<file path="src/rtl/ccff_loader.sv">
// ccff_loader: streams host bytes MSB-first into a configuration flip-flop chain.
// Define CCFF_READBACK_EN to add a VERIFY pass that compares ccff_tail against a resupplied bitstream.
module ccff_loader #(
  parameter int CHAIN_LEN = 64
) (
  input  logic       prog_clk,
  input  logic       reset,
  input  logic       start,
  input  logic       cfg_valid,
  input  logic [7:0] cfg_data,
  output logic       cfg_ready,
  input  logic       ccff_tail,
  output logic       ccff_head,
  output logic       ccff_shift_en,
  output logic       busy,
  output logic       done,
  output logic       err
);
  typedef enum logic [1:0] {IDLE, LOAD, VERIFY, DONE} state_t;
  state_t state, state_nxt;
  logic [7:0] sbuf;
  logic [3:0] nbits;
  logic [15:0] cnt;
  logic active, shift, last, take;
  assign active = (state == LOAD) || (state == VERIFY);
  assign shift = active && (nbits != 4'd0);
  assign last = shift && (cnt == 16'(CHAIN_LEN - 1));
  assign cfg_ready = active && (nbits <= 4'd1);
  assign take = cfg_valid && cfg_ready;
  assign ccff_shift_en = shift;
  assign ccff_head = shift && sbuf[7];
  assign busy = active;
  assign done = state == DONE;
  always_comb begin
    state_nxt = state;
    case (state)
      IDLE: state_nxt = start ? LOAD : IDLE;
`ifdef CCFF_READBACK_EN
      LOAD: state_nxt = last ? VERIFY : LOAD;
`else
      LOAD: state_nxt = last ? DONE : LOAD;
`endif
      VERIFY: state_nxt = last ? DONE : VERIFY;
      DONE: state_nxt = start ? IDLE : DONE;
      default: state_nxt = IDLE;
    endcase
  end
  // Every state change starts a fresh phase; a partial byte left at the end is dropped here.
  always_ff @(posedge prog_clk) begin
    if (!reset) begin
      state <= IDLE;
      sbuf <= 8'd0;
      nbits <= 4'd0;
      cnt <= 16'd0;
    end else begin
      state <= state_nxt;
      if (state_nxt != state) begin
        sbuf <= 8'd0;
        nbits <= 4'd0;
        cnt <= 16'd0;
      end else begin
        cnt <= cnt + 16'(shift);
        sbuf <= take ? cfg_data : sbuf << 1;
        nbits <= take ? 4'd8 : nbits - 4'(shift);
      end
    end
  end
`ifdef CCFF_READBACK_EN
  logic err_r;
  always_ff @(posedge prog_clk) begin
    if (!reset || (state == IDLE && start))
      err_r <= 1'b0;
    else if (state == VERIFY && shift && (ccff_tail != ccff_head))
      err_r <= 1'b1;
  end
  assign err = err_r;
`else
  logic unused_tail;
  assign unused_tail = ccff_tail;
  assign err = 1'b0;
`endif
endmodule

</file>
<file path="config.mk">
export PLATFORM = sky130hd
export DESIGN_NAME = ccff_loader
export DESIGN_NICKNAME = d
export VERILOG_FILES = /design/src/rtl/ccff_loader.sv
export SDC_FILE = /design/constraint.sdc
export NUM_CORES = 1
export LEC_CHECK = 0
export BUFFER_PORTS_ARGS = -buffer_cell sky130_fd_sc_hd__buf_2
export CELL_PAD_IN_SITES_DETAIL_PLACEMENT = 2
export CELL_PAD_IN_SITES_GLOBAL_PLACEMENT = 2
export CORE_MARGIN = 4
export CORE_UTILIZATION = 35
export DETAILED_ROUTE_END_ITERATION = 12
export PLACE_DENSITY_LB_ADDON = 0.1
export SYNTH_ARGS = -nofsm -noshare
export SYNTH_HDL_FRONTEND = slang
export SYNTH_SLANG_ARGS = --single-unit
</file>
<file path="constraint.sdc">
create_clock -name prog_clk -period 4 [get_ports prog_clk]
set_clock_uncertainty 0.15 [all_clocks]
set_input_delay 0.4 -clock prog_clk [delete_from_list [all_inputs] [get_ports prog_clk]]
set_output_delay 0.4 -clock prog_clk [all_outputs]
set_load 0.03 [all_outputs]
</file>
* Yosys cells after proc, flatten, opt, wreduce, memory -nomap -nowiden
Index checks and enable logic that the tools add are counted.
** Word-level totals
- Register bits after elaboration :: 30
- Word-level logic and storage cells :: 34
** Operators by class
- Add/subtract/negate cells :: 2
- Order comparisons :: 1
- Equal/unequal tests :: 5
- Multiplexer cells :: 7
- Bitwise gates (word level) :: 2
- Reduce and logical (&&, ||, !) cells :: 11
** Operators with widths (count)
- adder 16 x 1 -> 16 bit :: 1
- == test 16 x 6 -> 1 bit, second input constant :: 1
- two-way mux 8 bit :: 1
- case mux 2 bit (4 select lines) :: 1
- OR reduction 3 bit :: 2
- logical AND 1 bit :: 5
- == test 2 bit, second input constant :: 2
- less-or-equal comparator 4 x 1 -> 1 bit, second input constant :: 1
- two-way mux 2 bit :: 2
- two-way mux 4 bit :: 1
- nonzero test 4 bit :: 1
- subtractor 4 x 1 -> 4 bit :: 1
- == test 2 x 1 -> 1 bit, second input constant :: 1
- zero test 2 bit :: 1
- two-way mux 1 bit :: 2
- != test 2 bit :: 1
- NOT 1 bit :: 2
- OR reduction 2 bit :: 1
- logical OR 1 bit :: 1

* Depth between registers and ports, before layout
Gate-level depths: netlist of the first run.
- Depth after elaboration :: 8
- Mapped depth :: 9
- Mapped depth without buffers :: 9

* Worst setup path before layout of the first run
OpenSTA, ideal clock, no wires.
- Path type :: reg-to-reg
- From :: register state[0]
- To :: register sbuf[2]
- Data arrival time :: 2903 ps
- Required time :: 3734 ps
- Setup slack :: 831 ps
- Stages on the path, launching flop included :: 8
- Path buffers :: 1
- Path through :: dfxtp_1 inv_1 ha_1 nor4b_1 nand2_1 clkbuf_1 mux2i_1 nor3_2
** Between the ends
- Elaborated cells between the ends (all ways) :: 15
** RTL lines
- start: declaration :: line 20 : state_t state, state_nxt;
- start signal: assignment :: line 56 : state <= state_nxt;
- == test 2 x 1 -> 1 bit / == test 2 bit (equally long branches) :: line 25 : assign active = (state == LOAD) || (state == VERIFY);
- logical OR 1 bit (*) :: line 25
- named net busy :: line 15 : output logic busy,
- logical AND 1 bit (*) :: line 28 : assign cfg_ready = active && (nbits <= 4'd1);
- named net cfg_ready :: line 11 : output logic cfg_ready,
- logical AND 1 bit (*) :: line 29 : assign take = cfg_valid && cfg_ready;
- two-way mux 8 bit (*) :: line 63 : sbuf <= take ? cfg_data : sbuf << 1;
- end signal: assignment :: line 63
- end: declaration :: line 21 : logic [7:0] sbuf;
The timed path passes the listed nets; every way through them passes the cells marked *.
A chain may end at the register's enable or synchronous reset.

* Final worst setup path of the first run
- From :: register state[0]
- To :: register sbuf[0]
** Between the ends
- Cells in the longest elaborated chain, start to end :: 8
- Elaborated cells between the ends (all ways) :: 15
** Ends and longest elaborated chain
- == test 2 x 1 -> 1 bit / == test 2 bit (equally long branches) :: line 25, 36
- logical OR 1 bit :: line 25
- logical AND 1 bit :: line 26 : assign shift = active && (nbits != 4'd0);
- logical AND 1 bit :: line 27 : assign last = shift && (cnt == 16'(CHAIN_LEN - 1));
- two-way mux 1 bit / two-way mux 2 bit (equally long branches) :: line 43, 41
- case mux 2 bit (4 select lines) :: line 36 : case (state)
- != test 2 bit :: line 57 : if (state_nxt != state) begin
- OR reduction 3 bit (no source line) (*)
Every way passes the cells marked *; elsewhere a longest branch is shown, timed or not.

==> results of run 1 <==
per-stage QoR:
step	instance area [um2]	std cells	hold slack [ns]	setup slack [ns]	power, mW
CTS	1800	220	0.186	1.26	0.715
finish	1800	220	0.196	1.30	0.704
global route	1800	220	0.205	1.07	0.736
detailed placement	1690	213	0.346	1.27	0.397
floorplan	1590	150	0.326	0.831	0.384
global placement	1690	213	0.342	1.37	0.394
cells by family (layout without fill, tap and decap cells):
kind of cell	after synthesis	after routing	synth area share (%)
other	1	1	0.235
adders and majority gates	8	8	6.28
xor gates and xnor gates	17	17	10.5
and+or+nand+nor	68	68	31.7
muxes	8	8	5.34
DFF	30	30	37.7
AOI/OAI and AO/OA	5	5	2.99
buffers and inverters	13	31	5.18
cells in the mapped netlist, types with 2 or more instances:
cell type  instances
inv_1              7
and2_1             2
and4_1             2
xor2_1             8
nor2_1             5
dfxtp_1           30
nor4_1             3
nor3b_2            2
mux2i_1            7
buf_6              4
nor3_2            20
nand2_1            9
nand3_1            7
xnor2_1            8
ha_1               8
nor3_1             4
nor4b_2            2
and2_2             2
nor4b_1            3
nand4_1            3
worst max-delay path, cell delays in order (launching register included):
cell     delay (ns)
dfxtp_1        0.38
inv_1          0.15
ha_1           0.37
o41a_1         0.33
nand4_1        0.16
o21ai_2        0.27
xnor2_4        0.32
buf_4          0.36
nor4_1         0.08
per-layer routing:
layer	GRT usage, %	part of all wire [%]	vias to the layer above
met5	0	0	-
met4	6.41	1.5	0
met3	2.77	3.3	5
met2	21.8	47	13
met1	18.6	48	560
li1	-	-	558
final cells by class:
cell class,count,share of cell area (%)
well taps,52,3.61
inverters,7,1.46
clock inverters,1,1.67
repair buffers,17,4.86
multi-input cells,107,50.5
clock buffers,6,4.58
flip-flops and latches,30,33.3
sequential cells by signal, indices dropped and copies added (netlist names):
register,cells
cnt,16
sbuf,8
nbits,4
state,2
final timing paths:
check / startpoint / endpoint / cells past startpoint
max: state[0] / sbuf[0] / 8
min: cfg_data[0] / sbuf[0] / 3
max reg2reg: state[0] / sbuf[0] / 8
min reg2reg: sbuf[5] / sbuf[6] / 2
power groups by stage:
stage / clock [mW] / combinational, mW / sequential [mW]
detailed placement: 0 / 0.0855 / 0.312
finish: 0.316 / 0.0831 / 0.305
global route: 0.339 / 0.0917 / 0.305
global placement: 0 / 0.0833 / 0.311
floorplan: 0 / 0.0731 / 0.311
CTS: 0.324 / 0.0855 / 0.305
layout by cell type (no fill, tap or decap), drive strengths merged:
cell and count:
nor4 3, nor2b 1, dfxtp 30, ha 8
o22ai 1, xor2 8, nor2 5, bufinv 1
and3 1, nand4 3, nand3 7, buf 17
o31ai 1, nor3b 2, inv 7, nand2 9
and2 4, mux2i 7, clkbuf 6, nand2b 1
nor3 24, nor4b 5, mux2 1, nand4b 1
xnor2 9, and4 2, a211oi 1, conb 1
o21ai 1, o41a 1
==> summary.md, run 1 <==
| Metric | Value |
|---|---|
| Comb pwr share | 11.8% |
| RSZ-0062 raised after global routing | false |
| All-Layer GR Usage | 14.0% |
| Reg power frac | 43.3% |
| GPL Wtd Cong | 0.782 |
| CP required | 4.00 ns |
| Drt drc | 0 |
| Synthesized Nets | 171 |
| Max Cap Violations | 0 |
| Mapped Avg Cell Area | 10.6 um2 |
| Synth area leaders | dfxtp_1 (38%), nor3_2 (13%), ha_1 (6.3%), mux2i_1 (4.4%), xnor2_1 (4.4%) |
| Slew HR | 56.3% |
| Final HPWL DP | 2.55 mm |
| Pin count of the biggest net entering global routing | 29 |
| Cts hold-fix bufs | 0 |
| Chip Height | 75.5 um |
| Slew @ Worst Pin | 0.655 ns |
| Clock tree sinks | 30 |
| Number of synthesized flops with an enable pin | 0 |
| Synth area leader | dfxtp_1 |
| Internal reg-to-reg setup slack | 1.30 ns |
| Netlist cell types | 34 |
| Critical path type | reg -> reg |
| Kind of end point of the critical path | flop |
| Top-area cell type share of the netlist area | 37.7% |
| Fin crit period | 2.70 ns |
| CTS tree | yes |
| Period utilization | 67.4% |
| Initial Util | 36.3% |
| Die area | 5690 um2 |
| Final net count | 189 |
| Vias in the first global route | 1221 |
| Async set-or-reset flop fraction in the synthesized netlist | 0% |
| Num CTS Buffers | 5 |
| Initial antenna violation count | 0 |
| DRT iter0 DRCs | 27 |
| Worst-skew pair later-pin latency | 0.28 ns |
| Psw | 177 uW |
| Startpoint Class | flop |
| Postcts setup bufs | 0 |
| Power Density | 391 nW/um2 |
| Ant diodes | 0 |
| Total Wirelength | 3.48 mm |
| Final TNS setup | 0 ns |
| HP Class | in -> reg |
| Switching Fraction | 25.1% |
| Post-CTS Resized | 0 |
| Layout Utilization | 41.1% |
| FF+latch count, synth | 30 |
| Drt pass-1 iters | 3 |
| Syn. warnings | 0 |
| Final Hold Viols | 0 |
| Clk slew on worst S/H paths | 0.06 ns |
| Register area | 601 um2 |
| FP Rows | 24 |
| Area Overhead vs Synth | 13.1% |
| Die X-Extent | 75.5 um |
| Clk root buf | clkbuf_8 |
| Post-synthesis sequential area ratio | 37.7% |
| Multi-input combinational cell area | 910 um2 |
| First-pass GRT wire length | 6.00 mm |
| Vias | 1136 |
| Clk network pwr share | 44.9% |
| Worst path arrival time | 2.70 ns |
| Status | completed |
| Remaining antenna violation count | 0 |
| Gr ovfl total | 0 |
| P_int | 527 uW |
| Final setup fails | 0 |
| FILL cells | 487 |
| Clock Tree Buf Depth | 2 |
| Total I/O pin count | 19 |
| Worst IR Drop VDD | 148 uV |
| DR WL/cell | 15.8 um |
| Dominant synthesized flop cell | dfxtp_1 |
| Placeable Area | 4380 um2 |
| Max-slew violations | 0 |
| Fmax | 0.371 GHz |
| Leak Pwr | 0.688 nW |
| Post-synthesis instance area | 1590 um2 |
| Number of vias per cell | 5.16 |
| IO Port Bufs | 16 |
| Mapped Cells | 150 |
| Crit-path max FO | 15 |
| H-tree depth | 2 |
| Share of cells above drive strength 1 | 32.7% |
Power figures use the tool's default switching activity.
==> run 2: changes to the inputs <==
- clock period: 4 -> 2.5 ns (I/O delays scaled with it)
==> summary.md, run 2 (synthesized netlist as in run 1, its figures left out) <==
| Metric | Value |
|---|---|
| Hold Crit Endpoint | sbuf[0] |
| Initial antenna violation count | 0 |
| Slew HR | 62.8% |
| CP required | 2.55 ns |
| Slew @ Worst Pin | 0.557 ns |
| Vias in the first global route | 1335 |
| All-Layer GR Usage | 15.3% |
| FILL cells | 471 |
| Area Overhead vs Synth | 22.0% |
| Met2 WL | 2.13 mm |
| Clk slew on worst S/H paths | 0.06 ns |
| Register area | 602 um2 |
| Total Wirelength | 3.95 mm |
| Max Cap Violations | 0 |
| GPL Wtd Cong | 0.726 |
| Final TNS setup | 0 ns |
| Number of flip-flops in the largest register | 16 |
| Placed Area | 1770 um2 |
| Largest stage delay, worst path | 0.39 ns |
| Final Hold Viols | 0 |
| Drt drc | 0 |
| Register with the most flip-flops | cnt |
| Max-slew violations | 0 |
| Min Hold Slack | 0.0612 ns |
| Leak Pwr | 0.749 nW |
| Cell Chain, Critical Path | inv_2, ha_4, o41a_1, nand4b_2, o22ai_4, mux2_4, buf_12, nor3_1 |
| Share of cells above drive strength 1 | 41.1% |
| Final setup fails | 0 |
| Largest regs | cnt x16, sbuf x8, nbits x4 |
| Crit-path max FO | 16 |
| FP Rows | 24 |
| Fmax | 0.416 GHz |
| Power Density | 534 nW/um2 |
| Final HPWL DP | 2.77 mm |
| Die area | 5690 um2 |
| Metal-1 WL | 1.61 mm |
| R2R Path Start | state[0] |
| Top sig layer | met4 |
| Worst IR Drop VDD | 263 uV |
| Internal reg-to-reg setup slack | 0.09 ns |
| Final Cell Area | 1940 um2 |
| Worst-skew pair later-pin latency | 0.28 ns |
| FF-to-FF End | cnt[3] |
| Die X-Extent | 75.5 um |
| HP Class | in -> reg |
| Vias | 1202 |
| CTS tree | yes |
| Drt pass-1 iters | 4 |
| DRT iter0 DRCs | 26 |
| Gr ovfl total | 0 |
| First-pass GRT wire length | 6.46 mm |
| Initial Util | 36.3% |
| Ant diodes | 0 |
| Fin crit period | 2.41 ns |
| Reg2Reg Depth | 8 |
| Clock Tree Buf Depth | 2 |
| Kind of end point of the critical path | flop |
| Critical path type | reg -> reg |
| Total I/O pin count | 19 |
| Final net count | 202 |
| Crit path max-delay cell type | mux2_4 |
| Met3 wire length | 120 um |
| Pin count of the biggest net entering global routing | 17 |
| Most common cell after layout, fill and taps aside | dfxtp_1 |
| DR WL/cell | 17.0 um |
| Layout Utilization | 44.3% |
| Placed insts | 217 |
| Clk root buf | clkbuf_8 |
| H-tree depth | 2 |
| HP Start | cfg_data[0] |
| Startpoint Class | flop |
| Num CTS Buffers | 5 |
| Worst path arrival time | 2.45 ns |
| IO Port Bufs | 16 |
| Commonest cells after routing, fill and taps aside | dfxtp_1 (29), nor3_2 (21), buf_2 (16) |
| Crit path buf inv count | 2 |
| Status | completed |
| Worst Hold Path Cells | 3 |
| Chip Height | 75.5 um |
| Multi-input combinational cell area | 965 um2 |
| Cts hold-fix bufs | 0 |
| Period utilization | 96.2% |
| Fin cells | 232 |
| Number of vias per cell | 5.18 |
| Cell family with the largest share of critical-path delay | compound AO/OA/AOI/OAI gates |
| Remaining antenna violation count | 0 |
| Clock tree sinks | 30 |
| Placeable Area | 4380 um2 |
## run 2: timing repair
action                                  4_1_cts  5_1_grt
hold endpoints to repair                      0        0
setup buffers                                 0        8
endpoints found under the setup margin        0       17
resized for setup                             0        4
## run 2: how the worst max path moves through the flow
stage | cells after the start | endpoint | slack, ns | startpoint
3_3_place_gp | 8 | cnt[2] | 0.16 | state[1]
5_1_grt | 7 | nbits[0] | -0.03 | state[0]
2_1_floorplan | 9 | cnt[12] | 0.04 | state[1]
6_report | 8 | cnt[3] | 0.09 | state[0]
3_5_place_dp | 8 | cnt[3] | 0.06 | state[1]
4_1_cts | 8 | cnt[3] | 0.04 | state[1]
## run 2: per-stage QoR
stage	total power, mW	worst slack, ns
2_1_floorplan	0.619	0.0358
3_5_place_dp	0.660	0.0618
4_1_cts	1.05	0.0410
6_report	1.04	0.0943
5_1_grt	1.09	-0.0349
3_3_place_gp	0.654	0.165
## run 2: final cells by class
type	instances	area share, %
multi-input combinational	108	49.6
sequential	30	31.0
timing repair buffer	29	10.4
clock buffer	6	4.25
tap	52	3.35
inverter	7	1.35
## run 2: report_power, final
group	switching, mW	internal [mW]	leakage, nW
logic	0.103	0.0693	0.463
registers	0.00414	0.484	0.243
clock network	0.166	0.212	0.0431
total	0.273	0.765	0.749
## run 2: layer usage
metal	vias up	GRT usage, %
met5	-	0
met4	0	6.99
met3	8	4.62
met2	17	27.4
met1	592	16.5
li1	585	-
## run 2: worst reg2reg max path: cells and delay by family (launching register included)
family                   cells  cell delay [ns]
AO/OA/AOI/OAI                2             0.47
adder cells (fa/ha/maj)      1             0.29
buffers and inverters        2             0.29
flip-flops                   1             0.38
multiplexers                 1             0.39
AND/OR/NAND/NOR              2             0.37
